## src/rtl/data_path_pkg.sv

```systemverilog
// Shared encodings for the single-cycle RV32I datapath.
// ALU operation codes, immediate format codes and write-back source codes used by
// data_path and its control unit.
package data_path_pkg;

    typedef enum logic [2:0] {
        ALU_ADD = 3'b000,
        ALU_SUB = 3'b001,
        ALU_AND = 3'b010,
        ALU_OR  = 3'b011,
        ALU_XOR = 3'b100,
        ALU_SLT = 3'b101
    } aluOp_e;

    typedef enum logic [1:0] {
        IMM_I = 2'b00,
        IMM_S = 2'b01,
        IMM_B = 2'b10,
        IMM_J = 2'b11
    } immSrc_e;

    typedef enum logic [1:0] {
        RES_ALU = 2'b00,
        RES_MEM = 2'b01,
        RES_PC4 = 2'b10,
        RES_IMM = 2'b11
    } resSrc_e;

endpackage

```

## src/rtl/data_path_reg_file.sv

```systemverilog
// 32x32 register file: two combinational read ports, one synchronous write port.
// x0 reads as zero and ignores writes. Synchronous active-high reset loads x1..x31
// with 1 when DATAPATH_REG_PRESET_EN is defined, otherwise clears them.
// Ports: clk, rst, we (write enable), ra1/ra2 (read addresses), wa/wd (write
// address/data), rd1/rd2 (read data).
module data_path_reg_file (
    input  logic        clk,
    input  logic        rst,
    input  logic        we,
    input  logic [4:0]  ra1,
    input  logic [4:0]  ra2,
    input  logic [4:0]  wa,
    input  logic [31:0] wd,
    output logic [31:0] rd1,
    output logic [31:0] rd2
);

`ifdef DATAPATH_REG_PRESET_EN
    localparam logic [31:0] RegResetVal = 32'd1;
`else
    localparam logic [31:0] RegResetVal = 32'd0;
`endif

    // x0 has no storage.
    logic [31:0] regs [1:31];

    always_ff @(posedge clk) begin
        if (rst) begin
            for (int i = 1; i < 32; i++) begin
                regs[i] <= RegResetVal;
            end
        end else if (we && (wa != 5'd0)) begin
            regs[wa] <= wd;
        end
    end

    assign rd1 = (ra1 == 5'd0) ? 32'd0 : regs[ra1];
    assign rd2 = (ra2 == 5'd0) ? 32'd0 : regs[ra2];

endmodule

```

## src/rtl/data_path.sv

```systemverilog
// Single-cycle RV32I datapath: PC, register file, immediate extender, ALU and
// write-back multiplexer. Control comes from an external control unit; instruction
// and data memories are external.
// Inputs: clk, rst (sync, active-high), branch, jump, readData, resultSrc, inmSrc,
//   instr, regWrite, aluSrc, aluControl.
// Outputs: aluRes (also data address), zero, op, f3, f7 (decode fields for control),
//   writeData (store data), pc (16-bit current PC).
// Build option: DATAPATH_REG_PRESET_EN presets x1..x31 to 1 on reset.
module data_path
    import data_path_pkg::*;
(
    input  logic        clk,
    input  logic        rst,
    input  logic        branch,
    input  logic        jump,
    input  logic [31:0] readData,
    input  logic [1:0]  resultSrc,
    input  logic [1:0]  inmSrc,
    input  logic [31:0] instr,
    input  logic        regWrite,
    input  logic        aluSrc,
    input  logic [2:0]  aluControl,
    output logic [31:0] aluRes,
    output logic        zero,
    output logic [6:0]  op,
    output logic [2:0]  f3,
    output logic        f7,
    output logic [31:0] writeData,
    output logic [15:0] pc
);

    logic [31:0] srcA;
    logic [31:0] srcB;
    logic [31:0] immExt;
    logic [31:0] result;
    logic [15:0] pcQ;
    logic [15:0] pcD;
    logic [15:0] pcPlus4;
    logic [15:0] pcTarget;

    assign op = instr[6:0];
    assign f3 = instr[14:12];
    assign f7 = instr[30];

    data_path_reg_file regFile (
        .clk (clk),
        .rst (rst),
        .we  (regWrite),
        .ra1 (instr[19:15]),
        .ra2 (instr[24:20]),
        .wa  (instr[11:7]),
        .wd  (result),
        .rd1 (srcA),
        .rd2 (writeData)
    );

    always_comb begin
        immExt = 32'd0;
        unique case (inmSrc)
            IMM_I:   immExt = {{20{instr[31]}}, instr[31:20]};
            IMM_S:   immExt = {{20{instr[31]}}, instr[31:25], instr[11:7]};
            IMM_B:   immExt = {{20{instr[31]}}, instr[7], instr[30:25], instr[11:8], 1'b0};
            IMM_J:   immExt = {{12{instr[31]}}, instr[19:12], instr[20], instr[30:21], 1'b0};
            default: immExt = 32'd0;
        endcase
    end

    assign srcB = aluSrc ? immExt : writeData;

    always_comb begin
        aluRes = 32'd0;
        case (aluControl)
            ALU_ADD: aluRes = srcA + srcB;
            ALU_SUB: aluRes = srcA - srcB;
            ALU_AND: aluRes = srcA & srcB;
            ALU_OR:  aluRes = srcA | srcB;
            ALU_XOR: aluRes = srcA ^ srcB;
            ALU_SLT: aluRes = {31'd0, $signed(srcA) < $signed(srcB)};
            default: aluRes = 32'd0;
        endcase
    end

    assign zero = (aluRes == 32'd0);

    assign pcPlus4  = pcQ + 16'd4;
    assign pcTarget = pcQ + immExt[15:0];

    always_comb begin
        result = aluRes;
        unique case (resultSrc)
            RES_ALU: result = aluRes;
            RES_MEM: result = readData;
            RES_PC4: result = {16'd0, pcPlus4};
            RES_IMM: result = immExt;
            default: result = aluRes;
        endcase
    end

    assign pcD = (jump || (branch && zero)) ? pcTarget : pcPlus4;

    always_ff @(posedge clk) begin
        if (rst) begin
            pcQ <= 16'd0;
        end else begin
            pcQ <= pcD;
        end
    end

    assign pc = pcQ;

endmodule

```

## config.mk

```make
export PLATFORM = sky130hd
export DESIGN_NAME = data_path
export DESIGN_NICKNAME = d
export VERILOG_FILES = /design/src/rtl/data_path_pkg.sv /design/src/rtl/data_path_reg_file.sv /design/src/rtl/data_path.sv
export SDC_FILE = /design/constraint.sdc
export NUM_CORES = 2
export LEC_CHECK = 0
export BUFFER_PORTS_ARGS = -buffer_cell sky130_fd_sc_hd__buf_2
export CAP_MARGIN = 40
export CORE_ASPECT_RATIO = 1.1
export CORE_UTILIZATION = 53
export DETAILED_ROUTE_END_ITERATION = 8
export PLACE_DENSITY = 0.77
export SLEW_MARGIN = 20
export SYNTH_ARGS = -nofsm -noshare
export SYNTH_HDL_FRONTEND = slang
export SYNTH_SLANG_ARGS = --single-unit
```

## constraint.sdc

```tcl
create_clock -name clk -period 9.45 [get_ports clk]
set_clock_uncertainty 0.05 [all_clocks]
set_input_delay 0.945 -clock clk [delete_from_list [all_inputs] [get_ports clk]]
set_output_delay 0.945 -clock clk [all_outputs]
set_load 0.03 [all_outputs]
```

==> impl_metrics.xml <==
<?xml version="1.0" encoding="UTF-8"?>
<metrics>
  <group name="grt">
    <metric name="vias_in_the_first_global_route" unit="">47900</metric>
    <metric name="grt_max_degree" unit="">67</metric>
    <metric name="global_route.usage.total" unit="%">38.1</metric>
    <metric name="antenna_found_initial" unit="">7</metric>
    <metric name="first_pass_grt_wire_length" unit="mm">322</metric>
    <metric name="gr-total-overflow" unit="">0</metric>
  </group>
  <group name="routing">
    <metric name="viasPerCell" unit="">7.18</metric>
    <metric name="postRouteAntennaNets" unit="">0</metric>
    <metric name="avgRoutedWirePerCell" unit="um">33.4</metric>
    <metric name="routed-via-count" unit="">48800</metric>
    <metric name="drt-initial-drc-count" unit="">8404</metric>
    <metric name="wl" unit="mm">227</metric>
    <metric name="drt_first_pass_iters" unit="">8</metric>
    <metric name="post-route-drc-count" unit="">0</metric>
  </group>
  <group name="setup_path">
    <metric name="crit_path_cell_trace" unit="">buf_4, buf_4, buf_4, a21oi_1, nor3_1, o21a_1, ha_1, o41ai_1, a311o_1, nand2_1, o31ai_1, o2111ai_1, a222oi_1, inv_1, nor4bb_1, and4_4, and2_1, buf_2</metric>
    <metric name="critical_path.most_common_cell" unit="">buf_4</metric>
    <metric name="cp_data_arrival_time" unit="ns">8.15</metric>
    <metric name="slowest_delay" unit="ns">0.75</metric>
    <metric name="crit_path_end_kind" unit="">primary output</metric>
    <metric name="crit_path_from" unit="">instr[17]</metric>
    <metric name="setup.worst_path.class" unit="">input pin to primary output</metric>
    <metric name="worst_reg2reg_path_startpoint" unit="">regFile.regs[15][6]</metric>
    <metric name="critical-path-slowest-cell" unit="">o31ai_1</metric>
    <metric name="regToRegEndpoint" unit="">pc[9]</metric>
    <metric name="timing.critical_path.to" unit="">zero</metric>
    <metric name="gate_family_responsible_for_the_most_delay_along_the_worst_path" unit="">compound AO/OA/AOI/OAI gates</metric>
    <metric name="critical_path.n_buffers_inverters" unit="">5</metric>
    <metric name="worst_ep_required_time" unit="ns">8.46</metric>
    <metric name="r2r_cells" unit="">21</metric>
    <metric name="rrSetupSlack" unit="ns">2.16</metric>
    <metric name="critical_path_peak_fanout" unit="">35</metric>
    <metric name="worstSetupPathDepth" unit="">18</metric>
    <metric name="setup.worst_path.start_class" unit="">input pin</metric>
  </group>
  <group name="timing">
    <metric name="grt_setup_unrepaired" unit="">no</metric>
    <metric name="final.hold.worst_slack" unit="ns">0.466</metric>
    <metric name="slew_viol_final" unit="">0</metric>
    <metric name="period_minus_slack" unit="ns">9.15</metric>
    <metric name="timing.setup.tns" unit="ns">0</metric>
    <metric name="slew-limit-headroom" unit="%">36.0</metric>
    <metric name="worst_pin_slew" unit="ns">0.960</metric>
    <metric name="setup-violations-final" unit="">0</metric>
    <metric name="max_freq" unit="GHz">0.109</metric>
    <metric name="hold_violations" unit="">0</metric>
    <metric name="post-route-period-util" unit="%">96.8</metric>
  </group>
  <group name="yosys">
    <metric name="syn-mean-instance-area" unit="sq um">11.8</metric>
    <metric name="synth_cell_type_count" unit="">95</metric>
    <metric name="synth.yosys.seq_area_share" unit="%">50.7</metric>
    <metric name="synth-seq-cells" unit="">1040</metric>
    <metric name="synth_edf_count" unit="">1024</metric>
    <metric name="synth_ff_type" unit="">edfxtp_1</metric>
    <metric name="asyncSetResetFlopFracSynth" unit="%">0</metric>
    <metric name="post_synth_instance_area" unit="sq um">61200</metric>
    <metric name="post_synth_inst_count" unit="">5183</metric>
    <metric name="synthesis.yosys.warnings" unit="">0</metric>
  </group>
  <group name="clock_tree">
    <metric name="cts_num_sinks" unit="">1040</metric>
    <metric name="clock_path_buffers" unit="">3</metric>
    <metric name="clock_latency" unit="ns">0.75</metric>
    <metric name="ctsResizeCount" unit="">0</metric>
    <metric name="cts-htree-levels" unit="">3</metric>
    <metric name="post-cts-setup-buffer-count" unit="">0</metric>
    <metric name="cts-hold-fix-buffers" unit="">0</metric>
    <metric name="cts.clk_slew.worst_paths" unit="ns">0.08</metric>
    <metric name="cts_bufs_inserted" unit="">102</metric>
    <metric name="clock_tree.root_cell" unit="">clkbuf_16</metric>
    <metric name="cts_tree" unit="">yes</metric>
  </group>
  <group name="status">
    <metric name="status" unit="">complete, no violations</metric>
  </group>
  <group name="pwr">
    <metric name="seqPwrFrac" unit="%">43.8</metric>
    <metric name="internal_power" unit="uW">8410</metric>
    <metric name="p_switching" unit="uW">3860</metric>
    <metric name="sw_frac_of_total" unit="%">31.5</metric>
    <metric name="ir_worst_vdd" unit="V">0.000156</metric>
    <metric name="power.density_cell_area" unit="nW/um^2">182</metric>
    <metric name="share_clk_of_total_power" unit="%">32.9</metric>
    <metric name="power.share.combinational" unit="%">23.2</metric>
    <metric name="p_leak" unit="uW">0.0255</metric>
  </group>
  <group name="worst_hold_path">
    <metric name="min-delay-path-class" unit="">input pin to register</metric>
  </group>
  <group name="die">
    <metric name="die_height" unit="um">359</metric>
    <metric name="chipWidth" unit="um">326</metric>
    <metric name="start_util" unit="%">53.6</metric>
    <metric name="row_count" unit="">130</metric>
    <metric name="core_area" unit="sq um">114000</metric>
    <metric name="die_area" unit="sq um">117000</metric>
    <metric name="pin_count" unit="">169</metric>
  </group>
  <group name="job">
    <metric name="maxCapViolations" unit="">0</metric>
  </group>
  <group name="finish">
    <metric name="utilization" unit="%">59.1</metric>
    <metric name="synthToLayoutAreaGrowth" unit="%">10.3</metric>
    <metric name="num-fill-cells" unit="">8833</metric>
    <metric name="layout_cells_sized_above_1" unit="%">22.4</metric>
    <metric name="final_nets" unit="">5401</metric>
  </group>
  <group name="place">
    <metric name="gp_congestion" unit="">0.981</metric>
    <metric name="dp_hpwl" unit="mm">141</metric>
    <metric name="buffer_ports.inserted" unit="">154</metric>
  </group>
</metrics>
-- power by group through the flow --
stage / Combinational, uW / Clock (uW) / Sequential [uW]
6_report: 2850 / 4040 / 5380
5_1_grt: 2950 / 4180 / 5390
2_1_floorplan: 1770 / 0 / 5460
3_3_place_gp: 2710 / 0 / 5450
3_5_place_dp: 2730 / 0 / 5470
4_1_cts: 2750 / 4020 / 5370
-- per-layer routing --
metal / wire (um) / vias up / GRT usage, %
met3: 35700 / 1098 / 11.4
li1: - / 19500 / -
met4: 17100 / 10 / 24.4
met2: 102000 / 4589 / 59.6
met1: 72600 / 23700 / 46.3
met5: 128 / - / 0
-- synth_stat cells (all sizes together), types with 90 or more instances --
cell type  instances  area, sq um
a21oi            251         1270
buf              100          460
clkbuf           392         1470
edfxtp          1024        30700
ha               114         1430
inv              167          627
mux2             142         1620
mux2i            289         2890
mux4             376         8470
nand2            162          608
nor2            1177         4420
o21ai            158          791
o221ai            93          815
o22ai             90          563
-- cell type report --
| class | instances | area, sq um | share of cell area [%] |
|---|---|---|---|
| multi-input combinational | 3515 | 28100 | 41.5 |
| tap | 1518 | 1900 | 2.81 |
| timing repair buffer | 381 | 2730 | 4.03 |
| clock buffer | 123 | 2670 | 3.96 |
| sequential | 1040 | 31100 | 46.0 |
| inverter | 167 | 627 | 0.928 |
| clock inverter | 57 | 524 | 0.776 |
| antenna | 3 | 7.51 | 0.0111 |
-- layout by cell type (no fill, tap or decap), drive strengths merged, types with 27 or more instances in the layout --
| cell type | count |
|---|---|
| ha | 114 |
| nor2 | 1177 |
| o211ai | 27 |
| a21oi | 251 |
| edfxtp | 1024 |
| o21ai | 158 |
| nand2 | 162 |
| clkinv | 40 |
| mux4 | 376 |
| buf | 380 |
| mux2 | 142 |
| o21a | 57 |
| o221ai | 93 |
| inv | 170 |
| clkbuf | 124 |
| conb | 32 |
| nand3 | 33 |
| mux2i | 289 |
| nor3b | 35 |
| o22ai | 90 |
| nor3 | 65 |
-- worst min path at each step --
| stage | start | end | slack, ns | cells past startpoint |
|---|---|---|---|---|
| final | jump | pc[0] | 0.47 | 3 |
| after global routing | jump | pc[0] | 0.49 | 3 |
| after CTS | pc[0] | pc[0] | 0.49 | 2 |
| after detailed placement | pc[0] | pc[0] | 0.48 | 2 |
| after global placement | pc[0] | pc[0] | 0.45 | 2 |
| after floorplan | pc[0] | pc[0] | 0.56 | 2 |
-- cell families after synthesis --
kind of cell    Yosys count  share of synthesized area [%]
fa+ha+maj               117                           2.43
mux                     807                           21.2
compound gates          905                           9.90
xor+xnor                 35                          0.501
flops                  1040                           50.7
buf+inv                 659                           4.18
simple gates           1619                           11.1
other cells               1                        0.00612
-- worst min-delay path: stages --
cell and delay [ns]:
buf_2 0.11, a31oi_4 0.06, mux2i_1 0.11
-- state kept, by name, indices dropped and copies added (netlist names) --
name and count:
pc 16, regFile.regs 1024
-- stage by stage --
stage	std cells	worst slack, ns	power [uW]	instance area [sq um]
4_1_cts	6792	0.500	12100	67500
6_report	6804	0.303	12300	67600
2_1_floorplan	5214	0.912	7230	61400
3_3_place_gp	6606	0.535	8160	64200
5_1_grt	6802	0.171	12500	67600
3_5_place_dp	6612	0.528	8200	64300
Note: power is estimated with default switching activity, not from simulation.
